File: src/rtl/disp_scan_ctrl.sv
// disp_scan_ctrl: time-multiplexed scan controller for an 8-digit seven-segment display.
// Define DISP_LZB_EN to enable leading-zero blanking of the upper digits.
module disp_scan_ctrl #(
  parameter int unsigned CLK_DIV   = 50000,
  parameter int unsigned BLANK_CYC = 16
) (
  input  logic       clk,
  input  logic       rst,
  input  logic       st,
  input  logic       wr_en,
  input  logic [2:0] wr_addr,
  input  logic [3:0] wr_data,
  output logic [3:0] num,
  output logic [7:0] dig,
  output logic       frame_done
);

  localparam int unsigned NDIG    = 8;
  localparam int unsigned CNT_MAX = (CLK_DIV > BLANK_CYC) ? CLK_DIV : BLANK_CYC;
  localparam int unsigned CW      = (CNT_MAX > 1) ? $clog2(CNT_MAX) : 1;
  localparam logic [CW-1:0] SHOW_LAST = CW'(CLK_DIV - 1);
  localparam logic [CW-1:0] GAP_LAST  = CW'((BLANK_CYC > 0) ? (BLANK_CYC - 1) : 0);
  localparam bit          NO_GAP    = (BLANK_CYC == 0);
  localparam logic [7:0]  DIG_OFF   = 8'hFF;
  localparam logic [3:0]  NUM_BLANK = 4'hF;

  typedef enum logic [1:0] {
    IDLE = 2'd0,
    SHOW = 2'd1,
    GAP  = 2'd2
  } state_t;

  state_t        state;
  logic [CW-1:0] cnt;
  logic [2:0]    idx;
  logic [2:0]    idx_inc;
  logic [3:0]    regs     [NDIG];
  logic [3:0]    regs_nxt [NDIG];
  logic [3:0]    disp_val [NDIG];

  assign idx_inc = idx + 3'd1;

  // Digit register file; writable in any state.
  always_ff @(posedge clk or negedge rst) begin
    if (!rst) begin
      for (int unsigned i = 0; i < NDIG; i++) begin
        regs[i] <= '0;
      end
    end else if (wr_en) begin
      regs[wr_addr] <= wr_data;
    end
  end

  // Register file as it will be after this edge, so writes bypass straight to num.
  always_comb begin
    for (int unsigned i = 0; i < NDIG; i++) begin
      regs_nxt[i] = (wr_en && (wr_addr == 3'(i))) ? wr_data : regs[i];
    end
  end

`ifdef DISP_LZB_EN
  // Zeros above the most significant nonzero digit are blanked; digit 0 always shows.
  always_comb begin
    logic lead;
    lead        = 1'b1;
    disp_val[0] = regs_nxt[0];
    for (int i = int'(NDIG) - 1; i >= 1; i--) begin
      lead        = lead && (regs_nxt[i] == 4'd0);
      disp_val[i] = lead ? NUM_BLANK : regs_nxt[i];
    end
  end
`else
  always_comb begin
    for (int unsigned i = 0; i < NDIG; i++) begin
      disp_val[i] = regs_nxt[i];
    end
  end
`endif

  // Scan sequencer with registered digit-select, value and frame pulse.
  always_ff @(posedge clk or negedge rst) begin
    if (!rst) begin
      state      <= IDLE;
      cnt        <= '0;
      idx        <= '0;
      dig        <= DIG_OFF;
      num        <= NUM_BLANK;
      frame_done <= 1'b0;
    end else begin
      frame_done <= 1'b0;
      if (!st) begin
        state <= IDLE;
        cnt   <= '0;
        idx   <= '0;
        dig   <= DIG_OFF;
        num   <= NUM_BLANK;
      end else begin
        case (state)
          IDLE: begin
            state <= SHOW;
            cnt   <= '0;
            idx   <= '0;
            dig   <= 8'hFE;
            num   <= disp_val[0];
          end
          SHOW: begin
            if (cnt == SHOW_LAST) begin
              cnt <= '0;
              if (NO_GAP) begin
                idx        <= idx_inc;
                dig        <= ~(8'b1 << idx_inc);
                num        <= disp_val[idx_inc];
                frame_done <= (idx == 3'd7);
              end else begin
                state <= GAP;
                dig   <= DIG_OFF;
                num   <= NUM_BLANK;
              end
            end else begin
              cnt <= cnt + CW'(1);
              num <= disp_val[idx];
            end
          end
          GAP: begin
            if (cnt == GAP_LAST) begin
              state      <= SHOW;
              cnt        <= '0;
              idx        <= idx_inc;
              dig        <= ~(8'b1 << idx_inc);
              num        <= disp_val[idx_inc];
              frame_done <= (idx == 3'd7);
            end else begin
              cnt <= cnt + CW'(1);
            end
          end
          default: begin
            state <= IDLE;
            cnt   <= '0;
            idx   <= '0;
            dig   <= DIG_OFF;
            num   <= NUM_BLANK;
          end
        endcase
      end
    end
  end

endmodule
File: config.mk
export PLATFORM = sky130hd
export DESIGN_NAME = disp_scan_ctrl
export DESIGN_NICKNAME = d
export VERILOG_FILES = /design/src/rtl/disp_scan_ctrl.sv
export SDC_FILE = /design/constraint.sdc
export NUM_CORES = 1
export LEC_CHECK = 0
export CORE_ASPECT_RATIO = 1.1
export CORE_MARGIN = 2
export CORE_UTILIZATION = 40
export CTS_CLUSTER_DIAMETER = 60
export DETAILED_ROUTE_END_ITERATION = 10
export MAX_ROUTING_LAYER = met4
export PLACE_DENSITY_LB_ADDON = 0.2
export SKIP_LAST_GASP = 1
export SLEW_MARGIN = 20
export SYNTH_ARGS = -nofsm -noshare
export SYNTH_HDL_FRONTEND = slang
export SYNTH_SLANG_ARGS = --single-unit
File: constraint.sdc
create_clock -name clk -period 2.15 [get_ports clk]
set_input_delay 0.3225 -clock clk [delete_from_list [all_inputs] [get_ports clk]]
set_output_delay 0.3225 -clock clk [all_outputs]
set_load 0.05 [all_outputs]
==> impl_metrics.toml, run 1 <==
[run_status]
status = "finished, final reports clean"

[critical_path]
worstSetupPathType = "flip-flop to primary output"
cp-end-kind = "primary output"
reg2reg_from = "idx[0]"
max_stage_delay_ps = 820
cp-startpoint = "num[0]"
r2r_setup_slack_ps = 130
cp_top_family = "buffers and inverters"
worstPathMaxFanout = 2
path_buf_inv = 1
start_kind = "flip-flop"
crit_required_ps = 1830
crit_chain = "clkdlybuf4s50_1"
arrival_ps = 1720
crit_slowest_cell = "clkdlybuf4s50_1"

[final_layout]
nNetsFinal = 509
n_antenna_cell = 0
drive_above_1_share_pct = 29.1
stdcell_count = 612
filler_cell_count = 925
area_growth_syn_to_layout_pct = 27.5
fin_util_pct = 52.0

[routing]
routed_wl_mm = 10.4
ant_nets = 0
firstDrtPassIters = 4
avgViaCountPerCell = 5.52
drc = 0
first_iter_violations = 144
wire_per_inst_um = 16.9
via_count = 3381

[logic_synthesis]
yosysUniqueCellTypes = 66
synth_warnings = 0
synth_area_leader_cell = "dfrtp_1"
async_flop_share_pct = 100
synthFlopType = "dfrtp_1"
ys_top_cells_by_area = "dfrtp_1, dfstp_2, mux2_2"
synth_cells = 408
syn-num-nets = 430
ys_seq_area_share_pct = 41.8
synth-edff-count = 0
yosysTopAreaCellShare_pct = 33.9
ys_ff_latch = 66
synthTopCellsByCount = "dfrtp_1, nor2_1, nand2_1"
yosysMostFrequentCell = "dfrtp_1"
synth.avg_cell_area_um2 = 9.78
synthesis.area_mm2 = 0.00399

[placement]
place_inst = 595
port_buffers = 23
hpwl_mm = 7.57
routabilityCongestion = 0.943
pre_cts_slack_ps = -409

[clock_network]
cts.path.max_buffers = 2
clock_sinks = 66
clk_pin_slew_ps = 80
htree_levels = 3
clockRootBuffer = "clkbuf_8"
holdBufCountCts = 0
worst_skew_pair.late_latency_ps = 360
cts_made_buffers = 9
cts_tree = "yes"

[floorplanning]
die_h_um = 109
die_area_mm2 = 0.0108
die_x_um = 99.2
start_util_pct = 40.8
io_pins = 24
rows = 38
core_mm2 = 0.00979

[global_route]
grt_use_total_pct = 20.9
gr-total-overflow = 0
grt_pass1_vias = 3418
grt_pass1_wl_mm = 17.1
antenna_found_initial = 0
grt_max_degree = 32

[sta]
finalSetupViolations = 0
maxSlewHeadroom_pct = 51.5
hold_viol_final = 0
drv_slew = 0
final.period_utilization_pct = 95.1
timing.clock.skew_ps = 11.6
tightest_slew_ps = 727
rsz0062_at_grt = "no"
finalCriticalPeriod_ps = 2050
max_freq_mhz = 489
worst_slack_ps = 105

[pwr]
p_total_mw = 4.04
p_sw_share_pct = 32.8
p_switching_mw = 1.33
combPwrFrac_pct = 31.7
seqPwrFrac_pct = 38.9
internal-power_mw = 2.72
p_per_area_mw_per_mm2 = 794
clkPwrFrac_pct = 29.4
p_leak_nw = 2.19
max-vdd-ir-drop_v = 0.000310

[run]
max_cap_violations = 0

[worst_hold_path]
hold_class = "input pin to async pin"
-- power by group through the flow --
stage                     registers [mW]  logic [mW]  clock network, mW
final                               1.57        1.28               1.19
after global routing                1.59        1.39               1.27
after CTS                           1.57        1.27               1.22
after detailed placement            1.59        1.25                  0
after global placement              1.58        1.24                  0
after floorplan                     1.71       0.633                  0
-- routing by layer --
metal  vias up  global-route usage, %  routed length (um)
met5         -                      -                   0
met4         0                   10.4                 274
met3        20                   3.59                 340
met2        60                   31.9                4900
met1      1675                   26.9                4850
li1       1626                      -                   -
-- final cells by class --
cell class	count	area [um^2]	share of cell area [%]
clock buffers	11	141	2.78
clock inverters	5	77.6	1.52
inverters	24	92.6	1.82
multi-input cells	294	2170	42.6
flip-flops and latches	66	1670	32.7
well taps	120	150	2.95
repair buffers	92	793	15.6
-- path summary, 6_finish.rpt --
kind                       cells after the start      to
max                                            1  num[0]
min                                            1  idx[2]
max reg2reg                                    8  num[3]
min reg2reg                                    1  cnt[0]
max in group asynchronous                      2  num[3]
min in group clk                               1  cnt[0]
-- sequential cells by signal, indices dropped and copies added (netlist names) --
register,count
cnt,16
dig,8
frame_done,1
idx,3
num,4
regs,32
state,2
-- logic make-up (layout without fill, tap and decap cells) --
logic type,Yosys count,in the layout,synth area share [%]
AO/OA/AOI/OAI,69,69,12.6
XOR/XNOR,15,15,3.29
adder cells (fa/ha/maj),11,11,3.45
buffers and inverters,48,132,5.64
flip-flops,66,66,41.8
multiplexers,40,40,11.5
AND/OR/NAND/NOR,159,159,21.8
-- through the flow --
stage	setup TNS (ps)	area, um^2	hold slack, ps
floorplan	0	4000	26.9
CTS	0	5010	34.4
global route	0	5090	52.6
finish	0	5090	18.2
detailed placement	-1450	4770	427
global placement	-1400	4770	416
-- placed cells by master, fill, tap and decap left out, drive strengths merged, types with 5 or more instances in the layout --
master / n
xnor2: 9
inv: 22
clkbuf: 11
o22ai: 5
mux2: 20
buf: 70
clkdlybuf4s50: 18
nor3: 17
mux2i: 18
dfrtp: 54
nand3: 22
nand4: 6
a31oi: 12
nor2: 42
o21ai: 12
nand2: 31
nor2b: 5
ha: 11
and3: 8
dfstp: 12
a21boi: 5
xor2: 6
-- what timing repair did --
item,4_1_cts,5_1_grt
pin swaps,1,9
gates cloned,0,0
buffers inserted,0,1
gates resized for setup,6,19
setup endpoints to repair,4,10
(Power assumes the default switching activity.)
==> run 2: changes to the inputs <==
--- a/config.mk
+++ b/config.mk
@@ -5,6 +5,8 @@
 export SDC_FILE = /design/constraint.sdc
 export NUM_CORES = 1
 export LEC_CHECK = 0
+export ABC_AREA = 1
+export ABC_CLOCK_PERIOD_IN_PS = 2150
 export CORE_ASPECT_RATIO = 1.1
 export CORE_MARGIN = 2
 export CORE_UTILIZATION = 40
==> impl_metrics.toml, run 2 <==
[run_status]
status = "finished, final reports clean"

[critical_path]
crit_slowest_cell = "clkdlybuf4s50_1"
cp_num_cells = 1
arrival_ps = 1730
reg2regPathDepth = 9
crit_required_ps = 1830
crit_chain = "clkdlybuf4s50_1"
worstSetupPathType = "flip-flop to primary output"
worstPathMaxFanout = 2
r2r-end = "cnt[13]"
cp_top_family = "buffers and inverters"
critPathCapture = "num[3]"
reg2reg_from = "cnt[0]"
cp-end-kind = "primary output"
r2r_setup_slack_ps = 240
start_kind = "flip-flop"
cp-startpoint = "num[3]"
path_buf_inv = 1
max_stage_delay_ps = 810

[routing]
via_count = 3694
drc = 0
ant_nets = 0
firstDrtPassIters = 7
first_iter_violations = 291
wire_per_inst_um = 14.6
routed_wl_mm = 10.3
avgViaCountPerCell = 5.21

[clock_network]
cts.path.max_buffers = 2
clock_sinks = 66
post_cts_buffers = 0
cts_resized = 0
holdBufCountCts = 1
clockRootBuffer = "clkbuf_8"
cts_made_buffers = 9
clk_pin_slew_ps = 80
htree_levels = 3
worst_skew_pair.late_latency_ps = 360
cts_tree = "yes"

[final_layout]
mostFrequentLayoutCell = "nand2_1"
nNetsFinal = 609
multi_input_area_mm2 = 0.00192
register_area_mm2 = 0.00167
drive_above_1_share_pct = 9.80
filler_cell_count = 960
top_regs = "regs x32, cnt x16, dig x8"
fin_util_pct = 48.6
area_growth_syn_to_layout_pct = 17.4
n_antenna_cell = 0
final_cell_mix = "nand2_1, nand3_1, dfrtp_1"
regMostFlops = "regs"
largest_reg_flops = 32

[global_route]
grt_max_degree = 67
grt_use_total_pct = 21.5
grt_pass1_wl_mm = 17.5
antenna_found_initial = 0
grt_pass1_vias = 3539
gr-total-overflow = 0

[run]
max_cap_violations = 0

[logic_synthesis]
synthesis.area_mm2 = 0.00389
yosysUniqueCellTypes = 28
synth-edff-count = 0
synthFlopType = "dfrtp_1"
async_flop_share_pct = 100
ys_seq_area_share_pct = 42.9
yosysTopAreaCellShare_pct = 34.8
synth.avg_cell_area_um2 = 7.07
synth_warnings = 0
synthTopCellsByCount = "nand2_1, nand3_1, dfrtp_1"
synth_cells = 550
ys_top_cells_by_area = "dfrtp_1, nand2_1, nand3_1"
yosysMostFrequentCell = "nand2_1"
syn-num-nets = 572
ys_ff_latch = 66
synth_area_leader_cell = "dfrtp_1"

[sta]
tightest_slew_ps = 502
rsz0062_at_grt = "no"
hold_viol_final = 0
fin_setup_tns_ps = 0
finalCriticalPeriod_ps = 2050
maxSlewHeadroom_pct = 66.4
final.period_utilization_pct = 95.5
max_freq_mhz = 487
drv_slew = 0
timing.clock.skew_ps = 10.1
finalSetupViolations = 0

[placement]
port_buffers = 23
routabilityCongestion = 0.980
hpwl_mm = 7.43

[floorplanning]
die_h_um = 107
die_area_mm2 = 0.0105
start_util_pct = 41.4
core_mm2 = 0.00940
die_x_um = 98.0
rows = 37
io_pins = 24

[pwr]
p_per_area_mw_per_mm2 = 1120
max-vdd-ir-drop_v = 0.000642
p_leak_nw = 2.24

[worst_hold_path]
hold_class = "flip-flop to flip-flop"
## run 2: cell types whose count changed after synthesis, moves of 7 or more
| cell | before | now |
|---|---|---|
| xnor2_1 | 9 | 1 |
| a31oi_1 | 12 | 1 |
| mux2_2 | 18 | 0 |
| and3_1 | 8 | 0 |
| nor3_1 | 17 | 1 |
| a21oi_1 | 3 | 10 |
| nand3_1 | 22 | 122 |
| inv_1 | 22 | 52 |
| mux2i_1 | 18 | 0 |
| nand2_1 | 31 | 169 |
## run 2: worst min-delay path by stage
| stage | from | end | slack (ps) | cells past startpoint |
|---|---|---|---|---|
| 3_3_place_gp | rst | regs[8] | 380 | 2 |
| 6_report | dig[6] | dig[6] | 460 | 2 |
| 3_5_place_dp | rst | regs[8] | 380 | 2 |
| 4_1_cts | dig[6] | dig[6] | 470 | 2 |
| 2_1_floorplan | rst | cnt[0] | 30 | 0 |
| 5_1_grt | dig[6] | dig[6] | 490 | 2 |
## run 2: kinds of logic (layout without fill, tap and decap cells)
group | after synthesis | in the layout | share of synthesized area, %
xor gates and xnor gates | 10 | 10 | 2.25
buffers and inverters | 78 | 120 | 7.69
DFF | 66 | 66 | 42.9
and+or+nand+nor | 353 | 353 | 39.3
AOI/OAI and AO/OA | 32 | 32 | 4.35
adders and majority gates | 11 | 11 | 3.54
## run 2: where the power goes
group / internal (mW) / switching (mW) / leakage [nW] / total (mW)
combinational: 0.779 / 1.56 / 1.31 / 2.34
sequential: 1.55 / 0.151 / 0.826 / 1.70
clock: 0.533 / 0.536 / 0.0990 / 1.07
## run 2: per-layer routing
layer	vias up	routed length, um	GRT usage, %
met1	1705	4870	29.4
li1	1849	-	-
met2	125	4670	31.8
met4	0	169	8.73
met3	15	623	3.70
met5	-	0	-
## run 2: area by class of cell
type	instances	area share (%)
repair buffers	47	9.21
flip-flops and latches	66	36.5
multi-input cells	406	42.1
clock inverters	7	1.54
clock buffers	9	2.71
inverters	57	4.72
well taps	117	3.21
## run 2: metrics by stage
| stage | instance area, um^2 | hold slack [ps] | power (mW) | std cells | setup WS, ps |
|---|---|---|---|---|---|
| floorplan | 3890 | 26.9 | 3.30 | 550 | 107 |
| global placement | 4360 | 376 | 4.03 | 692 | 15.5 |
| detailed placement | 4360 | 376 | 4.05 | 692 | -20.4 |
| CTS | 4560 | 468 | 5.12 | 709 | 90.1 |
| global route | 4560 | 491 | 5.48 | 709 | 0.0624 |
| finish | 4560 | 465 | 5.11 | 709 | 95.8 |
==> run 3: changes to the inputs <==
--- a/config.mk
+++ b/config.mk
@@ -14,6 +14,7 @@
 export DETAILED_ROUTE_END_ITERATION = 10
 export MAX_ROUTING_LAYER = met4
 export PLACE_DENSITY_LB_ADDON = 0.2
+export SETUP_SLACK_MARGIN = 0.15
 export SKIP_LAST_GASP = 1
 export SLEW_MARGIN = 20
 export SYNTH_ARGS = -nofsm -noshare
==> impl_metrics.toml, run 3 (synthesis results as in run 2) <==
[run_status]
status = "finished, final reports clean"

[final_layout]
stdcell_count = 711
largest_reg_flops = 32
regMostFlops = "regs"
final_cell_mix = "nand2_1, nand3_1, dfrtp_1"
drive_above_1_share_pct = 11.3
fin_area_mm2 = 0.00463
filler_cell_count = 951
n_antenna_cell = 0
fin_util_pct = 49.3
nNetsFinal = 611
area_growth_syn_to_layout_pct = 19.2
top_regs = "regs x32, cnt x16, dig x8"
mostFrequentLayoutCell = "nand2_1"

[floorplanning]
die_area_mm2 = 0.0105
rows = 37
core_mm2 = 0.00940
die_h_um = 107
die_x_um = 98.0
io_pins = 24
start_util_pct = 41.4

[critical_path]
crit_slowest_cell = "clkdlybuf4s50_1"
arrival_ps = 1490
start_kind = "flip-flop"
cp_num_cells = 1
crit_chain = "clkdlybuf4s50_1"
reg2regPathDepth = 7
worstSetupPathType = "flip-flop to primary output"
crit_required_ps = 1830
path_buf_inv = 1
worstPathMaxFanout = 1
cp-end-kind = "primary output"
max_stage_delay_ps = 800
cp_top_family = "buffers and inverters"

[global_route]
grt_max_degree = 66
antenna_found_initial = 0
grt_pass1_vias = 3605
gr-total-overflow = 0
grt_use_total_pct = 21.4
grt_pass1_wl_mm = 17.3

[placement]
hpwl_mm = 7.39
port_buffers = 23
place_inst = 694
pre_cts_slack_ps = -34.0
placed_area_mm2 = 0.00438
routabilityCongestion = 0.876

[routing]
via_count = 3662
firstDrtPassIters = 5
avgViaCountPerCell = 5.15
drc = 0
wire_per_inst_um = 14.4
ant_nets = 0
routed_wl_mm = 10.3
first_iter_violations = 236

[sta]
tightest_slew_ps = 497
hold_viol_final = 0
drv_slew = 0
worst_slack_ps = 340
rsz0062_at_grt = "no"
finalCriticalPeriod_ps = 1810
final.period_utilization_pct = 84.2
max_freq_mhz = 552
finalSetupViolations = 0
fin_setup_tns_ps = 0
maxSlewHeadroom_pct = 66.7
timing.clock.skew_ps = 10.6

[clock_network]
cts_made_buffers = 9
clock_sinks = 66
worst_skew_pair.late_latency_ps = 350
htree_levels = 3
clk_pin_slew_ps = 70
cts_tree = "yes"
cts.path.max_buffers = 2
clockRootBuffer = "clkbuf_8"

[pwr]
p_leak_nw = 2.26
internal-power_mw = 3.02
seqPwrFrac_pct = 32.8
clkPwrFrac_pct = 24.0
combPwrFrac_pct = 43.2
p_per_area_mw_per_mm2 = 1120
max-vdd-ir-drop_v = 0.000719
p_sw_share_pct = 42.0
p_switching_mw = 2.19

[run]
max_cap_violations = 0

[worst_hold_path]
hold_class = "input pin to async pin"
==> run 3: timing repair <==
| item | in CTS | in global routing |
|---|---|---|
| buffers inserted | 0 | 0 |
| setup endpoints to repair | 12 | 20 |
| hold buffers | 1 | 0 |
| hold endpoints to repair | 1 | 0 |
| gates resized for setup | 12 | 9 |
==> run 3: per-layer routing <==
layer / global-route usage, % / routed length (um)
met5: - / 0
met4: 9.13 / 236
met3: 4.35 / 576
met2: 32.4 / 4650
met1: 28.1 / 4800
==> run 3: path summary, 6_finish.rpt <==
kind,endpoint,slack (ps),startpoint
max,frame_done,340,frame_done
min,regs[3],290,rst
max reg2reg,dig[7],340,idx[1]
min reg2reg,cnt[0],460,cnt[0]
max in group asynchronous,num[1],1270,rst
min in group clk,cnt[0],460,cnt[0]
==> run 3: power groups by stage <==
| stage | Clock, mW | Sequential (mW) | Combinational, mW |
|---|---|---|---|
| after floorplan | 0 | 2.03 | 1.27 |
| after detailed placement | 0 | 1.73 | 2.31 |
| after global placement | 0 | 1.73 | 2.30 |
| final | 1.25 | 1.71 | 2.25 |
| after CTS | 1.27 | 1.71 | 2.26 |
| after global routing | 1.33 | 1.73 | 2.51 |
==> run 3: layout make-up <==
| class | count | area (um^2) | share of cell area [%] |
|---|---|---|---|
| clock buffers | 12 | 165 | 3.56 |
| multi-input cells | 406 | 1950 | 42.0 |
| well taps | 117 | 146 | 3.16 |
| clock inverters | 4 | 72.6 | 1.57 |
| repair buffers | 49 | 420 | 9.07 |
| inverters | 57 | 216 | 4.67 |
| flip-flops and latches | 66 | 1670 | 36.0 |
==> run 3: through the flow <==
step / hold WS, ps / total power, mW
finish: 288 / 5.21
global route: 284 / 5.58
CTS: 283 / 5.24
detailed placement: 123 / 4.04
global placement: 122 / 4.02
floorplan: 26.9 / 3.30
